**config.mk**
```make
export PLATFORM = sky130hd
export DESIGN_NAME = piso_serializer
export DESIGN_NICKNAME = d
export VERILOG_FILES = /design/src/rtl/piso_pkg.sv /design/src/rtl/piso_serializer_bit_timer.sv /design/src/rtl/piso_serializer.sv
export SDC_FILE = /design/constraint.sdc
export NUM_CORES = 1
export LEC_CHECK = 0
export ABC_AREA = 1
export CELL_PAD_IN_SITES_DETAIL_PLACEMENT = 1
export CELL_PAD_IN_SITES_GLOBAL_PLACEMENT = 1
export CORE_UTILIZATION = 37
export CTS_CLUSTER_DIAMETER = 40
export DETAILED_ROUTE_END_ITERATION = 16
export PLACE_DENSITY_LB_ADDON = 0.1
export REMOVE_ABC_BUFFERS = 1
export SYNTH_ARGS = -nofsm -noshare
export SYNTH_HDL_FRONTEND = slang
export SYNTH_SLANG_ARGS = --single-unit
```
**constraint.sdc**
```tcl
create_clock -name clk -period 1.6 [get_ports clk]
set_input_delay 0.24 -clock clk [delete_from_list [all_inputs] [get_ports clk]]
set_output_delay 0.24 -clock clk [all_outputs]
set_load 0.1 [all_outputs]
```
**src/rtl/piso_pkg.sv**
```systemverilog
// Shared definitions for the PISO serializer.
//   state_t             - FSM state encoding. PARITY exists only when
//                         PISO_SERIALIZER_PARITY_EN is defined.
//   frame_cycles_plain  - frame length in clocks without a parity bit.
//   frame_cycles_parity - frame length in clocks with a parity bit.
//   frame_cycles        - frame length for the current build.
//   cnt_width           - counter width for a 0..n-1 counter (at least 1 bit).
// Optional feature macro: PISO_SERIALIZER_PARITY_EN.
package piso_pkg;

`ifdef PISO_SERIALIZER_PARITY_EN
   typedef enum logic [2:0] {
      IDLE   = 3'd0,
      START  = 3'd1,
      DATA   = 3'd2,
      PARITY = 3'd3,
      STOP   = 3'd4
   } state_t;
`else
   typedef enum logic [2:0] {
      IDLE   = 3'd0,
      START  = 3'd1,
      DATA   = 3'd2,
      STOP   = 3'd4
   } state_t;
`endif

   function automatic int unsigned frame_cycles_plain(input int unsigned width,
                                                      input int unsigned bit_cycles);
      return (width + 2) * bit_cycles;
   endfunction

   function automatic int unsigned frame_cycles_parity(input int unsigned width,
                                                       input int unsigned bit_cycles);
      return (width + 3) * bit_cycles;
   endfunction

   function automatic int unsigned frame_cycles(input int unsigned width,
                                                input int unsigned bit_cycles);
`ifdef PISO_SERIALIZER_PARITY_EN
      return frame_cycles_parity(width, bit_cycles);
`else
      return frame_cycles_plain(width, bit_cycles);
`endif
   endfunction

   function automatic int unsigned cnt_width(input int unsigned n);
      return (n > 1) ? $clog2(n) : 1;
   endfunction

endpackage

```
**src/rtl/piso_serializer_bit_timer.sv**
```systemverilog
// Bit timer for the PISO serializer: counts 0..BIT_CYCLES-1 and wraps on
// each bit boundary.
//   clk       - clock, rising edge
//   rst       - synchronous active-high reset
//   clear     - hold the count at 0 (used while the serializer is idle)
//   tick      - high during the last cycle of each bit period
//   tick_next - tick will be high in the following cycle; lets the parent
//               register outputs that must line up with tick
module bit_timer
   import piso_pkg::*;
#(
   parameter int unsigned BIT_CYCLES = 4
)(
   input  logic clk,
   input  logic rst,
   input  logic clear,
   output logic tick,
   output logic tick_next
);

   localparam int unsigned    CW   = cnt_width(BIT_CYCLES);
   localparam logic [CW-1:0]  LAST = CW'(BIT_CYCLES - 1);

   logic [CW-1:0] cnt_q;
   logic [CW-1:0] cnt_d;

   assign tick = (cnt_q == LAST);

   always_comb begin
      cnt_d = cnt_q + 1'b1;
      if (clear || tick) begin
         cnt_d = '0;
      end
   end

   assign tick_next = (cnt_d == LAST);

   always_ff @(posedge clk) begin
      if (rst) begin
         cnt_q <= '0;
      end else begin
         cnt_q <= cnt_d;
      end
   end

endmodule

```
**src/rtl/piso_serializer.sv**
```systemverilog
// Parallel-in serial-out serializer. A frame is a start bit (0), WIDTH data
// bits LSB first, an optional even-parity bit, and a stop bit (1). Each bit
// is held for BIT_CYCLES clocks. All outputs come straight from flops.
//   clk   - clock, rising edge
//   rst   - synchronous active-high reset; aborts any frame without done
//   din   - parallel word, captured only when a load is accepted
//   load  - transmit request, accepted when ready is high
//   ready - idle, a load will be accepted
//   sout  - serial line, idle high
//   busy  - frame in progress (inverse of ready)
//   done  - one-cycle pulse in the final stop-bit cycle
// Optional feature macro: PISO_SERIALIZER_PARITY_EN adds the parity bit.
//
// state  | meaning
// IDLE   | line high, waiting for load
// START  | start bit (0)
// DATA   | data bits, LSB first
// PARITY | even-parity bit (parity builds only)
// STOP   | stop bit (1), done in its last cycle
module piso_serializer
   import piso_pkg::*;
#(
   parameter int unsigned WIDTH      = 8,
   parameter int unsigned BIT_CYCLES = 4
)(
   input  logic             clk,
   input  logic             rst,
   input  logic [WIDTH-1:0] din,
   input  logic             load,
   output logic             ready,
   output logic             sout,
   output logic             busy,
   output logic             done
);

   localparam int unsigned   BW       = cnt_width(WIDTH);
   localparam logic [BW-1:0] LAST_BIT = BW'(WIDTH - 1);

   state_t           state_q, state_d;
   logic [WIDTH-1:0] shift_q, shift_d;
   logic [BW-1:0]    bit_cnt_q, bit_cnt_d;
   logic             sout_q, sout_d;
   logic             done_q, done_d;
   logic             ready_q, ready_d;
   logic             busy_q;
`ifdef PISO_SERIALIZER_PARITY_EN
   logic             parity_q, parity_d;
`endif

   logic tick;
   logic tick_next;
   logic timer_clear;

   // Holding the timer in clear while idle makes the start bit begin at
   // count 0 on the cycle after acceptance.
   assign timer_clear = (state_q == IDLE);

   bit_timer #(
      .BIT_CYCLES (BIT_CYCLES)
   ) u_bit_timer (
      .clk       (clk),
      .rst       (rst),
      .clear     (timer_clear),
      .tick      (tick),
      .tick_next (tick_next)
   );

   always_comb begin
      state_d   = state_q;
      shift_d   = shift_q;
      bit_cnt_d = bit_cnt_q;
`ifdef PISO_SERIALIZER_PARITY_EN
      parity_d  = parity_q;
`endif

      case (state_q)
         IDLE: begin
            if (load) begin
               state_d   = START;
               shift_d   = din;
               bit_cnt_d = '0;
`ifdef PISO_SERIALIZER_PARITY_EN
               parity_d  = ^din;
`endif
            end
         end
         START: begin
            if (tick) begin
               state_d   = DATA;
               bit_cnt_d = '0;
            end
         end
         DATA: begin
            if (tick) begin
               if (bit_cnt_q == LAST_BIT) begin
`ifdef PISO_SERIALIZER_PARITY_EN
                  state_d = PARITY;
`else
                  state_d = STOP;
`endif
               end else begin
                  bit_cnt_d = bit_cnt_q + 1'b1;
                  shift_d   = shift_q >> 1;
               end
            end
         end
`ifdef PISO_SERIALIZER_PARITY_EN
         PARITY: begin
            if (tick) begin
               state_d = STOP;
            end
         end
`endif
         STOP: begin
            if (tick) begin
               state_d = IDLE;
            end
         end
         default: begin
            state_d = IDLE;
         end
      endcase

      // Outputs are derived from the next state so that they are registered
      // yet aligned with the state they describe.
      case (state_d)
         START:   sout_d = 1'b0;
         DATA:    sout_d = shift_d[0];
`ifdef PISO_SERIALIZER_PARITY_EN
         PARITY:  sout_d = parity_d;
`endif
         default: sout_d = 1'b1;
      endcase

      done_d  = (state_d == STOP) && tick_next;
      ready_d = (state_d == IDLE);
   end

   always_ff @(posedge clk) begin
      if (rst) begin
         state_q   <= IDLE;
         shift_q   <= '0;
         bit_cnt_q <= '0;
         sout_q    <= 1'b1;
         done_q    <= 1'b0;
         ready_q   <= 1'b1;
         busy_q    <= 1'b0;
`ifdef PISO_SERIALIZER_PARITY_EN
         parity_q  <= 1'b0;
`endif
      end else begin
         state_q   <= state_d;
         shift_q   <= shift_d;
         bit_cnt_q <= bit_cnt_d;
         sout_q    <= sout_d;
         done_q    <= done_d;
         ready_q   <= ready_d;
         busy_q    <= ~ready_d;
`ifdef PISO_SERIALIZER_PARITY_EN
         parity_q  <= parity_d;
`endif
      end
   end

   assign sout  = sout_q;
   assign done  = done_q;
   assign ready = ready_q;
   assign busy  = busy_q;

endmodule

```
======== Word level (Yosys, flattened, before mapping) ========
Index checks and enable logic that the tools add are counted.
Widths: inputs -> output; s select.
operators by class
  $add $sub $neg .......................... 2
  equality and inequality tests ........... 13
  muxes and demuxes ....................... 17
  bitwise operators ....................... 1
  reductions and logical operators ........ 8
operator list
  kind                 count
  $mux 3               9
  $mux 8               3
  $pmux 8 s2           1
  $pmux 3 s4           1
  $eq 3x3->1 const B   3
  $pmux 3 s3           1
  $eq 3x1->1 const B   2
  $eq 3x2->1 const B   2
  $logic_not 3->1      2
  $reduce_and 5->1     1
  $eq 2x2->1 const B   2
  $ne 2x1->1 const B   2
  $ne 2x2->1 const B   2
  $reduce_and 4->1     1
  $add 3x1->3 const B  1
  $reduce_bool 3->1    1
  $add 2x1->2 const B  1
  $mux 2               1
  $pmux 1 s2           1
  $reduce_bool 2->1    1
  $logic_and 1x1->1    1
  $logic_or 1x1->1     1
  $not 1->1            1
word-level totals
  register bits ........................... 20
  input port bits ......................... 11
  output and inout port bits .............. 4
  logic and storage cells ................. 50

======== Logic depth before layout (Yosys ltp) ========
  depth in word-level cells ............... 6
  mapped depth ............................ 10
  mapped depth without buffers ............ 10

======== Hierarchy ========
Synthesis repeated with hierarchy kept, for this count alone.
unflattened totals
  cells, all modules ...................... 143
  area total of the unflattened synthesis .. 953.4 um^2
by module, submodules not included
  module           times used  cells an instance  area an instance (um^2)  sequential area each (um^2)
  piso_serializer  1           133                872.1                    360.3
  bit_timer        1           10                 81.3                     40.0

======== Worst setup path after synthesis ========
OpenSTA, ideal clock, no wires.
  path kind ............................... register -> register
  start ................................... register bit_cnt_q[0]
  end ..................................... register bit_cnt_q[0]
  library setup time ...................... 0.114 ns
  data arrival time ....................... 1.230 ns
  required time ........................... 1.486 ns
  setup slack ............................. 0.256 ns
  stages on the path, launching flop included .. 11
  path buffers ............................ 0
  period minus slack after synthesis ...... 1.344 ns
  cell sequence ........................... dfxtp_1 -> ha_1 -> ha_1 -> inv_1 -> nand2_1 -> nand3_1 -> nand2_2 -> nor2_4 -> nand2_1 -> nand2_1 -> nor2_2
between the ends
  longest elaborated chain between the ends .. 4
  elaborated cells on any way between the ends .. 7
  those cells by class .................... add/sub (1); eq/ne (2); mux (3); reduce/logical (1)
ends and longest elaborated chain
  what                    line                    text
  from (decl)             piso_serializer.sv:41   logic [BW-1:0] bit_cnt_q, bit_cnt_d;
  from (signal assigned)  piso_serializer.sv:154  bit_cnt_q <= bit_cnt_d;
  $add 3x1->3             piso_serializer.sv:102  bit_cnt_d = bit_cnt_q + 1'b1;
  $mux 3                  piso_serializer.sv:95   if (bit_cnt_q == LAST_BIT) begin
  $mux 3                  piso_serializer.sv:94   if (tick) begin
  $pmux 3 s3              piso_serializer.sv:76   case (state_q)
Several ways; a longest one is shown, not always the timed one. The select of a mux whose other input is x is not followed.
A chain may end at the register's enable or synchronous reset.

======== Worst setup path after layout ========
Ends and elaborated chain as after synthesis.

==> flow_summary.yaml <==
logic_synthesis:
  ys_types: 21
  synth_common_cells: "nand2_1 (35), dfxtp_1 (20), nor2_1 (16), a21oi_1 (14)"
  synth_cells: 130
  yosysMostFrequentCell: "nand2_1"
  yosys.area.top_type_share_pct: 42.3
  synth.avg_cell_area_um2: 7.29
  synth_area_leader_cell: "dfxtp_1"
  syn_area_um2: 947
  synth_ff_type: "dfxtp_1"
  synth_seq_area_share_pct: 42.3
  synth.area.top_cells: "dfxtp_1 (42%), nand2_1 (14%), a21oi_1 (7.4%)"
  yosysWarnings: 0
  synth-edff-count: 0
  async_reset_ff_share_pct: 0
  synth_seq_cells: 20
clocking:
  cts_sinks: 20
  cts_max_level: 1
  worstSkewPairLatency_ns: 0.32
  cts_made_buffers: 3
  cts_root_buf: "clkbuf_4"
  clk_path_buf_depth: 2
  cts_tree: "built"
  hold_buffers: 0
  clkSlewWorstSetupHoldPaths_ns: 0.12
detailed_routing:
  wl_per_cell_um: 12.8
  drc: 0
  wirelength_um: 2260
  ant_nets: 0
  via_per_inst: 5.01
  vias: 881
  drtIter0Drc: 2
  first_pass_iters: 3
worst_setup_path:
  cp-end-kind: "flop"
  r2r_start: "bit_cnt_q[0]$_SDFFE_PP0P_"
  crit_fanout: 6
  worstPathRequired_ns: 1.83
  timing.rr.end: "bit_cnt_q[0]$_SDFFE_PP0P_"
  start_kind: "flop"
  worstPathArrival_ns: 1.70
  critPathLaunch: "bit_cnt_q[0]$_SDFFE_PP0P_"
  r2r_setup_slack_ns: 0.13
  path_class: "flop to flop"
  reg2reg_depth: 10
  endpoint: "bit_cnt_q[0]$_SDFFE_PP0P_"
place:
  port-buffer-count: 14
  hpwl_um: 1790
  placed_area_um2: 1170
  gp_congestion: 0.778
floorplanning:
  dieHeight_um: 52.6
  io_pins: 15
  die_w_um: 52.6
  start_util_pct: 40.9
  rows: 17
  dieArea_um2: 2770
  core_area_um2: 2320
final_layout:
  finalInstanceArea_um2: 1240
  fin_util_pct: 53.4
  drive_above_1_share_pct: 21.6
  nets: 163
  diodes: 0
  area_growth_pct: 30.6
power:
  p_switching_mw: 0.325
  switching_share_pct: 27.2
  peakVddDrop_uv: 806
  p_per_area_nw_per_um2: 964
  combPwrFrac_pct: 18.2
  clkPwrFrac_pct: 35.8
  total_leakage_power_nw: 0.550
  internal-power_mw: 0.868
  pwr-share-seq_pct: 46.0
hold_path:
  hp-class: "primary input to flop"
global_route:
  grt.total_usage_pct: 19.4
  antenna_found_initial: 0
  grt_max_degree: 13
  grt_pass1_wl_um: 3840
  grt_overflow_total: 0
  grt_pass1_vias: 875
sta:
  fin_skew_ns: 0.00552
  tns_ns: 0
  finalCritPeriodShare_pct: 91.8
  rsz0062_at_grt: "no"
  hold_viol: 0
  whs_ns: 0.467
  slew_headroom_pct: 77.5
  clock.fmax_mhz: 681
  drv_slew: 0
  fin_crit_ns: 1.47
  setup_viol: 0
  worstMarginPinSlew_ns: 0.336
job:
  cap_violations: 0
outcome:
  status: "finished, final reports clean"
-- metrics by stage --
| step | power, mW | instances | setup WS, ns |
|---|---|---|---|
| 6_report | 1.19 | 176 | 0.131 |
| 5_1_grt | 1.24 | 176 | 0.0243 |
| 4_1_cts | 1.21 | 176 | 0.0495 |
| 3_5_place_dp | 0.780 | 172 | 0.0970 |
| 3_3_place_gp | 0.769 | 172 | 0.159 |
| 2_1_floorplan | 0.687 | 128 | 0.256 |
-- worst min path at each step --
stage               slack [ns]  cells past startpoint                            start                         endpoint
finish                    0.47                      3                           din[7]          shift_q[7]$_SDFFE_PP0P_
detailed placement        0.46                      1  u_bit_timer.cnt_q[0]$_SDFF_PP0_  u_bit_timer.cnt_q[0]$_SDFF_PP0_
global placement          0.44                      1  u_bit_timer.cnt_q[0]$_SDFF_PP0_  u_bit_timer.cnt_q[0]$_SDFF_PP0_
global route              0.47                      3                           din[7]          shift_q[7]$_SDFFE_PP0P_
floorplan                 0.31                      1                              rst          shift_q[1]$_SDFFE_PP0P_
CTS                       0.46                      3                           din[7]          shift_q[7]$_SDFFE_PP0P_
-- worst max-delay path, stage by stage, from the launching register on --
cell and delay [ns]:
dfxtp_1 0.35, ha_1 0.21, ha_2 0.20, inv_1 0.07
nand2_2 0.07, nand3_2 0.07, nand2_2 0.07, nor2_4 0.16
nand2_1 0.08, nand2_1 0.07, nor2_2 0.03
-- repair_timing --
item	CTS	global route
gates resized for setup	0	5
endpoints found under the setup margin	0	11
setup buffers	0	0
-- metal layers --
layer	track usage [%]	wire length, µm	vias to the layer above
met5	0	0	-
met1	22.4	1090	414
li1	-	-	451
met3	5.80	61	5
met4	6.58	25	0
met2	33.5	1080	11
-- cells by family after synthesis --
kind of cell | share of synthesized area [%]
AOI/OAI and AO/OA | 8.59
adders and majority gates | 3.96
buffers and inverters | 5.68
DFF | 42.3
and+or+nand+nor | 39.5
-- placed cells by master, fill, tap and decap left out --
master and n:
nand2_1 34, dfxtp_1 20, nor2_1 15, a21oi_1 14
clkdlybuf4s50_1 10, inv_1 9, nand3_1 8, nand2_2 6
buf_12 4, nor2_4 3, nand3_2 3, nor2_2 3
clkbuf_4 3, inv_2 2, nand2_4 2, ha_2 2
buf_4 2, nand4_1 1, o21ai_1 1, clkinv_2 1
nor3_1 1, or2_0 1, a31oi_1 1, ha_1 1
bufinv_16 1
-- flip-flops by register name (all words and copies together), names as in the netlist --
signal,cells
bit_cnt_q,3
busy,1
done,1
ready,1
shift_q,8
sout,1
state_q,3
u_bit_timer.cnt_q,2
-- power groups by stage --
stage          clock network [mW]  registers [mW]  logic (mW)
3_3_place_gp                    0           0.558       0.212
5_1_grt                     0.455           0.552       0.238
4_1_cts                     0.436           0.549       0.220
6_report                    0.427           0.549       0.217
2_1_floorplan                   0           0.599      0.0883
3_5_place_dp                    0           0.560       0.219
-- final cells by class --
type / count / area [µm²]
inverters: 12 / 46.3
flip-flops and latches: 20 / 400
fillers: 298 / 1080
well taps: 28 / 35.0
clock inverters: 1 / 30.0
repair buffers: 16 / 195
clock buffers: 3 / 22.5
multi-input cells: 96 / 508
(Power assumes the default switching activity.)
